===== src/rtl/alu_seq_pkg.sv =====
// Shared definitions for the ALU operand sequencer and the ALU itself.
//   state_t         : sequencer FSM state encoding
//   OP_*            : opcodes implemented by the ALU
//   is_legal_opcode : 1 when the ALU implements the given opcode
package alu_seq_pkg;

  typedef enum logic [1:0] {
    WAIT_OP1    = 2'd0,
    WAIT_OP2    = 2'd1,
    WAIT_OPCODE = 2'd2,
    SHOW_RESULT = 2'd3
  } state_t;

  localparam logic [3:0] OP_ADD = 4'b0000;
  localparam logic [3:0] OP_SUB = 4'b0100;
  localparam logic [3:0] OP_AND = 4'b0010;
  localparam logic [3:0] OP_OR  = 4'b0101;
  localparam logic [3:0] OP_MUL = 4'b0001;

  function automatic logic is_legal_opcode(input logic [3:0] code);
    case (code)
      OP_ADD, OP_SUB, OP_AND, OP_OR, OP_MUL: return 1'b1;
      default:                               return 1'b0;
    endcase
  endfunction

endpackage


===== src/rtl/rise_detect.sv =====
// One-cycle rising-edge detector for a debounced button level.
//   clk, reset : clock and synchronous active-high reset
//   level      : debounced button level
//   rise       : high for the single cycle where level is 1 and was 0 before
// The history flop resets to 1 so a button held through reset is not seen
// as a fresh press.
module rise_detect (
  input  logic clk,
  input  logic reset,
  input  logic level,
  output logic rise
);

  logic level_q;

  always_ff @(posedge clk) begin
    if (reset) level_q <= 1'b1;
    else       level_q <= level;
  end

  assign rise = level & ~level_q;

endmodule


===== src/rtl/alu_operand_sequencer.sv =====
// Front end for the N-bit ALU: collects op1, op2 and opcode from the switch
// bank on successive Enter presses, steps back one entry on Undo, and picks
// what the 7-segment driver shows.
//   clk, reset    : clock and synchronous active-high reset
//   data_in       : live switch value
//   enter, undo   : debounced button levels
//   alu_result    : combinational ALU result for op1/op2/opcode
//   op1, op2      : registered operands to the ALU
//   opcode        : registered opcode to the ALU
//   display_value : data_in while collecting, alu_result when showing result
//   state_leds    : one-hot state (bit0 WAIT_OP1 .. bit3 SHOW_RESULT)
//   result_valid  : high in SHOW_RESULT
//   err           : last opcode entry was illegal
module alu_operand_sequencer
  import alu_seq_pkg::*;
#(
  parameter int N = 16
) (
  input  logic         clk,
  input  logic         reset,
  input  logic [N-1:0] data_in,
  input  logic         enter,
  input  logic         undo,
  input  logic [N-1:0] alu_result,
  output logic [N-1:0] op1,
  output logic [N-1:0] op2,
  output logic [3:0]   opcode,
  output logic [N-1:0] display_value,
  output logic [3:0]   state_leds,
  output logic         result_valid,
  output logic         err
);

  state_t       state, state_nxt;
  logic [N-1:0] op1_nxt, op2_nxt;
  logic [3:0]   opcode_nxt;
  logic         err_nxt;
  logic         enter_rise, undo_rise;

  rise_detect u_enter_rise (.clk(clk), .reset(reset), .level(enter), .rise(enter_rise));
  rise_detect u_undo_rise  (.clk(clk), .reset(reset), .level(undo),  .rise(undo_rise));

  always_ff @(posedge clk) begin
    if (reset) begin
      state  <= WAIT_OP1;
      op1    <= '0;
      op2    <= '0;
      opcode <= OP_ADD;
      err    <= 1'b0;
    end else begin
      state  <= state_nxt;
      op1    <= op1_nxt;
      op2    <= op2_nxt;
      opcode <= opcode_nxt;
      err    <= err_nxt;
    end
  end

  // Simultaneous Enter and Undo edges cancel each other out.
  always_comb begin
    state_nxt  = state;
    op1_nxt    = op1;
    op2_nxt    = op2;
    opcode_nxt = opcode;
    err_nxt    = err;
    if (enter_rise && !undo_rise) begin
      case (state)
        WAIT_OP1: begin
          op1_nxt   = data_in;
          state_nxt = WAIT_OP2;
        end
        WAIT_OP2: begin
          op2_nxt   = data_in;
          state_nxt = WAIT_OPCODE;
        end
        WAIT_OPCODE: begin
          if (is_legal_opcode(data_in[3:0])) begin
            opcode_nxt = data_in[3:0];
            err_nxt    = 1'b0;
            state_nxt  = SHOW_RESULT;
          end else begin
            err_nxt = 1'b1;
          end
        end
        SHOW_RESULT: begin
          op1_nxt    = '0;
          op2_nxt    = '0;
          opcode_nxt = OP_ADD;
          state_nxt  = WAIT_OP1;
        end
        default: state_nxt = WAIT_OP1;
      endcase
    end else if (undo_rise && !enter_rise) begin
      // Undo only moves the state back; stored values stay until re-entered.
      case (state)
        WAIT_OP2:    begin state_nxt = WAIT_OP1;    err_nxt = 1'b0; end
        WAIT_OPCODE: begin state_nxt = WAIT_OP2;    err_nxt = 1'b0; end
        SHOW_RESULT: begin state_nxt = WAIT_OPCODE; err_nxt = 1'b0; end
        default:     state_nxt = state;
      endcase
    end
  end

  assign state_leds    = 4'b0001 << state;
  assign result_valid  = (state == SHOW_RESULT);
  assign display_value = (state == SHOW_RESULT) ? alu_result : data_in;

endmodule


===== config.mk =====
export PLATFORM = sky130hd
export DESIGN_NAME = alu_operand_sequencer
export DESIGN_NICKNAME = d
export VERILOG_FILES = /design/src/rtl/alu_seq_pkg.sv /design/src/rtl/rise_detect.sv /design/src/rtl/alu_operand_sequencer.sv
export SDC_FILE = /design/constraint.sdc
export NUM_CORES = 1
export LEC_CHECK = 0
export BUFFER_PORTS_ARGS = -buffer_cell sky130_fd_sc_hd__buf_2
export CORE_ASPECT_RATIO = 1.4
export CORE_MARGIN = 2
export CORE_UTILIZATION = 49
export CTS_CLUSTER_SIZE = 20
export DETAILED_ROUTE_END_ITERATION = 8
export GPL_ROUTABILITY_DRIVEN = 0
export PLACE_DENSITY = 0.88
export RECOVER_POWER = 100
export SLEW_MARGIN = 0
export SYNTH_ARGS = -nofsm -noshare
export SYNTH_HDL_FRONTEND = slang
export SYNTH_SLANG_ARGS = --single-unit

===== constraint.sdc =====
create_clock -name clk -period 2.9 [get_ports clk]
set_input_delay 0.58 -clock clk [delete_from_list [all_inputs] [get_ports clk]]
set_output_delay 0.58 -clock clk [all_outputs]
set_load 0.02 [all_outputs]

======== Yosys cells after proc, flatten, opt, wreduce, memory -nomap -nowiden ========
Index checks and enable logic that the tools add are counted.
cells by class
  equality and inequality tests ........... 10
  bitwise operators ....................... 4
  reductions and logical operators ........ 19
  shifts and indexed selects .............. 1
  muxes and demuxes ....................... 18
operators by type and width
  cell                   count
  $pmux W16 S2           2
  $mux W16               1
  $reduce_bool A2 Y1     5
  $reduce_and A3 Y1      3
  $eq A4 B3 Y1 const B   2
  $mux W1                8
  $pmux W2 S4            1
  $pmux W4 S2            1
  $mux W2                3
  $pmux W2 S3            1
  $reduce_or A5 Y1       1
  $eq A2 B2 Y1 const B   2
  $eq A4 B1 Y1 const B   1
  $eq A4 B2 Y1 const B   1
  $logic_not A4 Y1       1
  $mux W4                1
  $reduce_and A2 Y1      2
  $reduce_bool A4 Y1     1
  $shl A1 B2 Y4 const A  1
  $ne A3 B3 Y1 const B   1
  $reduce_or A3 Y1       1
  $and A1 B1 Y1          2
  $eq A2 B1 Y1 const B   1
  $logic_and A1 B1 Y1    2
  5 further kinds        7
storage, ports and cells
  input port bits ......................... 36
  word-level logic and storage cells ...... 59
  bits in registers ....................... 41
  output and inout bits ................... 58

======== Depth between registers and ports, before layout ========
Gate-level depths: netlist of the first run.
  depth after elaboration ................. 8
  mapped depth ............................ 8
  depth with buffers taken out ............ 6

======== Cells and area by module ========
From an unflattened synthesis of the first run, not the netlist that was laid out.
unflattened totals
  cells, all modules ...................... 209
  area total of the unflattened synthesis .. 1920.6 um^2
modules (own cells, without submodules)
  module                 instances  cells each  area an instance (um^2)  sequential area each (um^2)
  alu_operand_sequencer  1          203         1855.5                   780.7
  rise_detect            2          3           32.5                     20.0

======== Worst setup path before layout of the first run ========
OpenSTA, ideal clock, no wires.
  path type ............................... flip-flop to output port
  start ................................... register state[0]
  end ..................................... output display_value[10]
  arrival time ............................ 1440 ps
  path buffers ............................ 3
  data required time ...................... 2320 ps
  stages on the path, launching flop included .. 6
  path slack .............................. 880 ps
  cells stage by stage .................... dfxtp_1 ha_1 buf_6 buf_2 buf_2 a21o_1
on the way
  cells in the longest elaborated chain, start to end .. 2
RTL lines
  element                   RTL line                      source
  start: declaration        alu_operand_sequencer.sv:34   state_t state, state_nxt;
  start signal: assignment  alu_operand_sequencer.sv:51   state <= state_nxt;
  $eq A2 B2 Y1              --
  named net result_valid    alu_operand_sequencer.sv:30   output logic result_valid,
  $mux W16                  alu_operand_sequencer.sv:106  assign display_value = (state == SHOW_RESULT) ? alu_result : data_in;
  end: declaration          alu_operand_sequencer.sv:28   output logic [N-1:0] display_value,
The timed path passes the listed nets, and every way through them passes these cells.

======== Final worst setup path of the first run ========
  start ................................... register state[1]
  end ..................................... output display_value[1]
on the way
  cells in the longest elaborated chain, start to end .. 2
RTL lines
  element       RTL line
  $eq A2 B2 Y1  alu_operand_sequencer.sv:106
  $mux W16      alu_operand_sequencer.sv:106
Every way passes these cells.

==> impl_metrics.json, run 1 <==
{
  "synth_top_flop_cell": "dfxtp_1",
  "synthTopCellsByArea": "dfxtp_1, nand2_1, a21oi_1, a21o_1, nor2b_1",
  "vdd_drop_max_mv": 0.389,
  "synth_commonest_cells": "nand2_1, dfxtp_1, a21oi_1, nor2b_1, a21o_1",
  "setup_violations": 0,
  "worstMarginPinSlew_ns": 1.80,
  "hold_slack_ns": 0.440,
  "num_io_pins": 94,
  "timing.slew.headroom_pct": -19.9,
  "clk_pin_slew_ns": 0.08,
  "violations": "capacitance limit, slew limit",
  "finalNonFillerCells": 364,
  "dr.pass1.iters": 4,
  "syn_area_mm2": 0.00191,
  "drtIter0Drc": 62,
  "clockBufferDepth": 2,
  "drc": 0,
  "cts_root_buf": "clkbuf_8",
  "syn_avg_cell_area_um2": 8.07,
  "cts_sinks": 41,
  "hold_start": "opcode[3]$_SDFFE_PP0P_",
  "grt_pass1_vias": 1758,
  "cp.required_ns": 2.32,
  "hold_path_depth": 2,
  "outcome": "finished with violations",
  "maxSlewViolCount": 43,
  "start_util_pct": 51.6,
  "drive_gt1_share_pct": 14.9,
  "port_buffers": 93,
  "min_period_over_period_pct": 85.0,
  "clk_latency_ns": 0.29,
  "final_nets": 365,
  "dp_hpwl_um": 3520,
  "rsz0062_at_grt": "false",
  "final_hold_viol_count": 0,
  "end_kind": "output port",
  "start_kind": "flop",
  "die_w_um": 56.8,
  "antenna_found_initial": 0,
  "finalCriticalPeriod_ns": 2.47,
  "synth_area_leader_cell": "dfxtp_1",
  "maxCapViolations": 1,
  "ant_nets": 0,
  "fp.coreArea_mm2": 0.00371,
  "routed-via-count": 1906,
  "yosysMostFrequentCell": "nand2_1",
  "clock_skew_ns": 0.00588,
  "ys_async_sr_fraction_pct": 0,
  "rows": 26,
  "synth_nets": 280,
  "dpl.cell_count": 357,
  "routedWlPerCell_um": 13.5,
  "cts_resized": 0,
  "synth_cells": 237,
  "post_cts_buffers": 0,
  "fmax_mhz": 405,
  "p_per_area_mw_per_mm2": 489,
  "grt_use_total_pct": 22.9,
  "grt_max_degree": 43,
  "synth_edf_count": 0,
  "grt_pass1_wl_um": 7980,
  "hold_buffers": 0,
  "die_area_mm2": 0.00443,
  "ys_seq_area_share_pct": 42.9,
  "crit_type": "flop to output port",
  "wl_um": 4920,
  "die_h_um": 77.9,
  "htree_levels": 2,
  "diodes": 0,
  "grt_overflow": 0,
  "synthToLayoutAreaGrowth_pct": 24.0,
  "yosys_warnings": 0,
  "arrival_ns": 1.89,
  "cts_buffers": 5,
  "worstHoldPathType": "flop to flop",
  "synth_top_cell_area_share_pct": 42.9,
  "synth.distinct_cells": 32,
  "avgViaCountPerCell": 5.24,
  "yosys_register_bits": 41,
  "reg2reg_depth": 5,
  "r2r_start": "state[1]$_SDFFE_PP0P_",
  "path_max_fanout": 32,
  "finalSetupTns_ns": 0,
  "cts_tree": "built",
  "rr_endpoint": "op2[9]$_SDFFE_PP0P_",
  "reg2reg_slack_ns": 0.87,
  "min_to": "opcode[3]$_SDFFE_PP0P_",
  "p_leak_nw": 0.977
}
## placed cells by master, fill, tap and decap left out, types with 3 or more instances in the layout
cell | synthesis | routed
ha_1 | 7 | 7
clkbuf_1 | 3 | 59
nand2_1 | 66 | 66
a21oi_1 | 37 | 37
nand2b_1 | 3 | 3
clkbuf_8 | 0 | 5
o311ai_1 | 3 | 3
a21o_1 | 16 | 16
buf_2 | 9 | 34
dfxtp_1 | 41 | 41
nand3_1 | 3 | 3
nor2b_1 | 17 | 17
inv_1 | 5 | 5
nor3_1 | 4 | 4
## worst max-delay path by stage
stage,from,end,slack [ns],cells past startpoint
6_report,state[1]$_SDFFE_PP0P_,display_value[1],0.43,5
5_1_grt,state[0]$_SDFFE_PP0P_,display_value[6],0.27,5
4_1_cts,state[1]$_SDFFE_PP0P_,display_value[1],0.45,5
3_5_place_dp,enter,state[1]$_SDFFE_PP0P_,0.75,7
3_3_place_gp,enter,state[1]$_SDFFE_PP0P_,0.79,7
2_1_floorplan,state[0]$_SDFFE_PP0P_,display_value[10],0.88,5
## critical path: stages (launching register included)
cell and delay [ns]:
dfxtp_1 0.39, ha_1 0.31, buf_4 0.38, nor2b_1 0.17
a21o_1 0.18, clkbuf_1 0.16
## state kept, by name (all words and copies together), names as in the netlist
name                  cells
err                       1
op2                      16
op1                      16
u_undo_rise.level_q       1
state                     2
opcode                    4
u_enter_rise.level_q      1
## stage by stage
step	total power [W]	setup WS, ns	area (um2)	util (%)
2_1_floorplan	0.000679	0.880	1910	-
3_3_place_gp	0.000731	0.793	2350	63.4
3_5_place_dp	0.000734	0.748	2350	63.4
4_1_cts	0.00118	0.446	2450	66.2
5_1_grt	0.00121	0.267	2370	64.0
6_report	0.00116	0.434	2370	64.0
## final cells by class
class                   instances  area, um2
inverters                       5       18.8
multi-input cells             174        970
repair buffers                 95        407
clock buffers                   5       68.8
clock inverters                 2       35.0
flip-flops and latches         41        821
well taps                      42       52.6
fillers                       383       1340
## metal layers
layer,part of all wire (%),track usage [%],wire length (um),vias to the layer above
met5,0,0,0,-
met4,2.3,11.6,114,0
met3,6.9,5.33,342,10
met2,49,38.7,2440,74
met1,41,26.7,2030,868
li1,-,-,-,954
## cell families (layout without fill, tap and decap cells)
group                      Yosys count  in the layout  synth area share [%]
adders and majority gates            7              7                  4.58
AOI/OAI and AO/OA                   64             64                  21.3
DFF                                 41             41                  42.9
muxes                                1              1                 0.785
and+or+nand+nor                    102            102                  24.5
buffers and inverters               22            107                  5.95
## report_power, final
group | switching [W] | internal (W)
clock | 0.000195 | 0.000250
combinational | 0.0000871 | 0.0000507
sequential | 0.00000502 | 0.000573
(Power assumes the default switching activity.)
==> run 2: changes to the inputs <==
Settings changed: PLACE_DENSITY 0.88 to 0.87, SYNTH_HIERARCHICAL from default to 1.
==> impl_metrics.json, run 2 <==
{
  "outcome": "finished clean",
  "p_clk_share_pct": 33.5,
  "grt_busiest_layer": "met2",
  "dr.pass1.iters": 4,
  "fp.coreArea_mm2": 0.00371,
  "grt_pass1_vias": 1851,
  "place_area_mm2": 0.00236,
  "setup_violations": 0,
  "maxCapViolations": 0,
  "n_fill_cell": 365,
  "synth.distinct_cells": 35,
  "drive_gt1_share_pct": 21.6,
  "arrival_ns": 1.88,
  "syn_area_mm2": 0.00192,
  "grt_max_degree": 25,
  "synth_top_flop_cell": "dfxtp_1",
  "cp_cell_sequence": "ha_1 -> clkbuf_2 -> mux2_2 -> clkbuf_1",
  "path_max_fanout": 24,
  "die_w_um": 56.9,
  "routedWlPerCell_um": 14.9,
  "synthAdderAreaFrac_pct": 4.56,
  "synth_top_family_by_area": "simple AND/OR/NAND/NOR gates",
  "fin_ws_ns": 0.437,
  "cts_root_buf": "clkbuf_8",
  "hold_start": "opcode[3]$_SDFFE_PP0P_",
  "r2r_start": "u_undo_rise/level_q$_SDFF_PP1_",
  "grt_use_total_pct": 23.6,
  "hold_slack_ns": 0.440,
  "avgViaCountPerCell": 5.53,
  "top_regs": "op1 (16), op2 (16), opcode (4)",
  "synth_edf_count": 0,
  "synthToLayoutAreaGrowth_pct": 22.9,
  "grt_pass1_wl_um": 8250,
  "rows": 26,
  "start_kind": "flop",
  "finalCriticalPeriod_ns": 2.46,
  "cts_buffers": 5,
  "slowest_delay_ns": 0.42,
  "clk_latency_ns": 0.29,
  "post_cts_buffers": 0,
  "maxSlewViolCount": 0,
  "wl_um": 5050,
  "clock_skew_ns": 0.00793,
  "final_cell_area_mm2": 0.00236,
  "vdd_drop_max_mv": 0.440,
  "fmax_mhz": 406,
  "drc": 0,
  "synth_nets": 252,
  "use_met3_pct": 4.78,
  "htree_levels": 2,
  "worstHoldPathType": "flop to flop",
  "finalSetupTns_ns": 0,
  "diodes": 0,
  "antenna_found_initial": 0,
  "start_util_pct": 51.8,
  "num_io_pins": 94,
  "final_hold_viol_count": 0,
  "seq_power_share_pct": 53.9,
  "ys_async_sr_fraction_pct": 0,
  "yosysMostFrequentCell": "dfxtp_1",
  "swShare_pct": 26.5,
  "end_kind": "output port",
  "routed-via-count": 1868,
  "cp.required_ns": 2.32,
  "yosys_warnings": 6,
  "use_met1_pct": 25.6,
  "port_buffers": 93,
  "met2_usage_pct": 41.7,
  "p_comb_share_pct": 12.6,
  "cts_resized": 0,
  "muxShareOfSynthArea_pct": 8.40,
  "p_int_w": 0.000787,
  "regArea_um2": 821,
  "cts_sinks": 41,
  "die_area_mm2": 0.00444,
  "final_util_pct": 63.6,
  "crit_family": "buffers and inverters",
  "rsz0062_at_grt": "false",
  "cts_tree": "built",
  "startpoint": "state[1]$_SDFFE_PP0P_",
  "syn_avg_cell_area_um2": 9.19,
  "synth_area_leader_cell": "dfxtp_1",
  "clockBufferDepth": 2,
  "yosys_register_bits": 41,
  "grt_overflow": 0,
  "final_nets": 338,
  "die_h_um": 78.1,
  "synth_commonest_cells": "dfxtp_1, a21oi_1, nand2_1, nor2_1, a22oi_1",
  "yosys.area_share.xor_xnor_pct": 0,
  "cp_num_buf_inv": 2,
  "mostFrequentLayoutCells": "clkbuf_1, dfxtp_1, buf_2, nand2_1, a21oi_1",
  "layout_commonest_cell": "clkbuf_1",
  "slowest_stage": "clkbuf_2",
  "ant_nets": 0,
  "synthTopCellsByArea": "dfxtp_1, mux2_2, a22oi_1, a21oi_1, nand3b_1",
  "timing.slew.headroom_pct": 31.8,
  "hold_buffers": 0,
  "synth_top_cell_area_share_pct": 42.7,
  "clk_pin_slew_ns": 0.08,
  "synth_cells": 209,
  "drtIter0Drc": 108,
  "multi_input_area_um2": 960,
  "min_period_over_period_pct": 84.9,
  "synth_compound_area_share_pct": 17.3,
  "place_ws_ns": 0.713,
  "crit_type": "flop to output port",
  "p_per_area_mw_per_mm2": 454,
  "yosys.area_share.simple_pct": 20.2,
  "p_sw_w": 0.000284,
  "ys_seq_area_share_pct": 42.7,
  "worstMarginPinSlew_ns": 1.02,
  "dp_hpwl_um": 3750,
  "p_leak_nw": 0.910
}
==> run 2: cell count changes in the layout (fill, tap and decap cells not counted), moves of 3 or more <==
cell / delta
a21o_1: -13
a21oi_1: -16
a22oi_1: +16
mux2_2: +13
nand2_1: -45
nand2b_1: -3
nand3b_1: +13
nor2_1: +16
nor2b_1: -12
o311ai_0: +3
o311ai_1: -3
==> run 2: through the flow <==
| step | power, W | cells |
|---|---|---|
| floorplan | 0.000672 | 209 |
| global placement | 0.000728 | 330 |
| detailed placement | 0.000732 | 330 |
| CTS | 0.00109 | 338 |
| global route | 0.00112 | 338 |
| finish | 0.00107 | 338 |
==> run 2: kinds of logic (layout without fill, tap and decap cells) <==
kind of cell,count (synthesis),in the layout
buffers and inverters,23,110
flip-flops,41,41
adder cells (fa/ha/maj),7,7
AND/OR/NAND/NOR,74,74
multiplexers,14,14
AO/OA/AOI/OAI,50,50
==> run 2: final timing paths <==
path | to | slack (ns) | depth (start not counted)
worst max-delay path | display_value[12] | 0.44 | 4
worst min-delay path | opcode[3]$_SDFFE_PP0P_ | 0.44 | 2
worst max register to register | state[1]$_SDFFE_PP0P_ | 1.02 | 6
worst min register to register | opcode[3]$_SDFFE_PP0P_ | 0.44 | 2
==> run 2: layout make-up <==
cell class,instances,area share [%]
clock buffer,5,2.92
clock inverter,3,0.742
inverter,5,0.795
multi-input combinational,145,40.7
sequential,41,34.8
tap,42,2.23
timing repair buffer,97,17.9
==> run 2: worst min-delay path, delay by kind of cell (launching register included) <==
family	cells	cell delay, ns
flops	1	0.31
simple gates	2	0.09
==> run 2: power by group through the flow <==
| stage | clock network [W] | logic, W | registers [W] |
|---|---|---|---|
| final | 0.000359 | 0.000134 | 0.000578 |
| after global routing | 0.000393 | 0.000146 | 0.000579 |
| after CTS | 0.000370 | 0.000142 | 0.000577 |
| after detailed placement | 0 | 0.000141 | 0.000591 |
| after global placement | 0 | 0.000138 | 0.000590 |
| after floorplan | 0 | 0.0000717 | 0.000600 |
==> run 2: routing by layer <==
layer  vias up  part of all wire, %
met1       855                   38
met3        13                  7.8
met4         0                  2.3
li1        907                    -
met5         -                    0
met2        93                   52
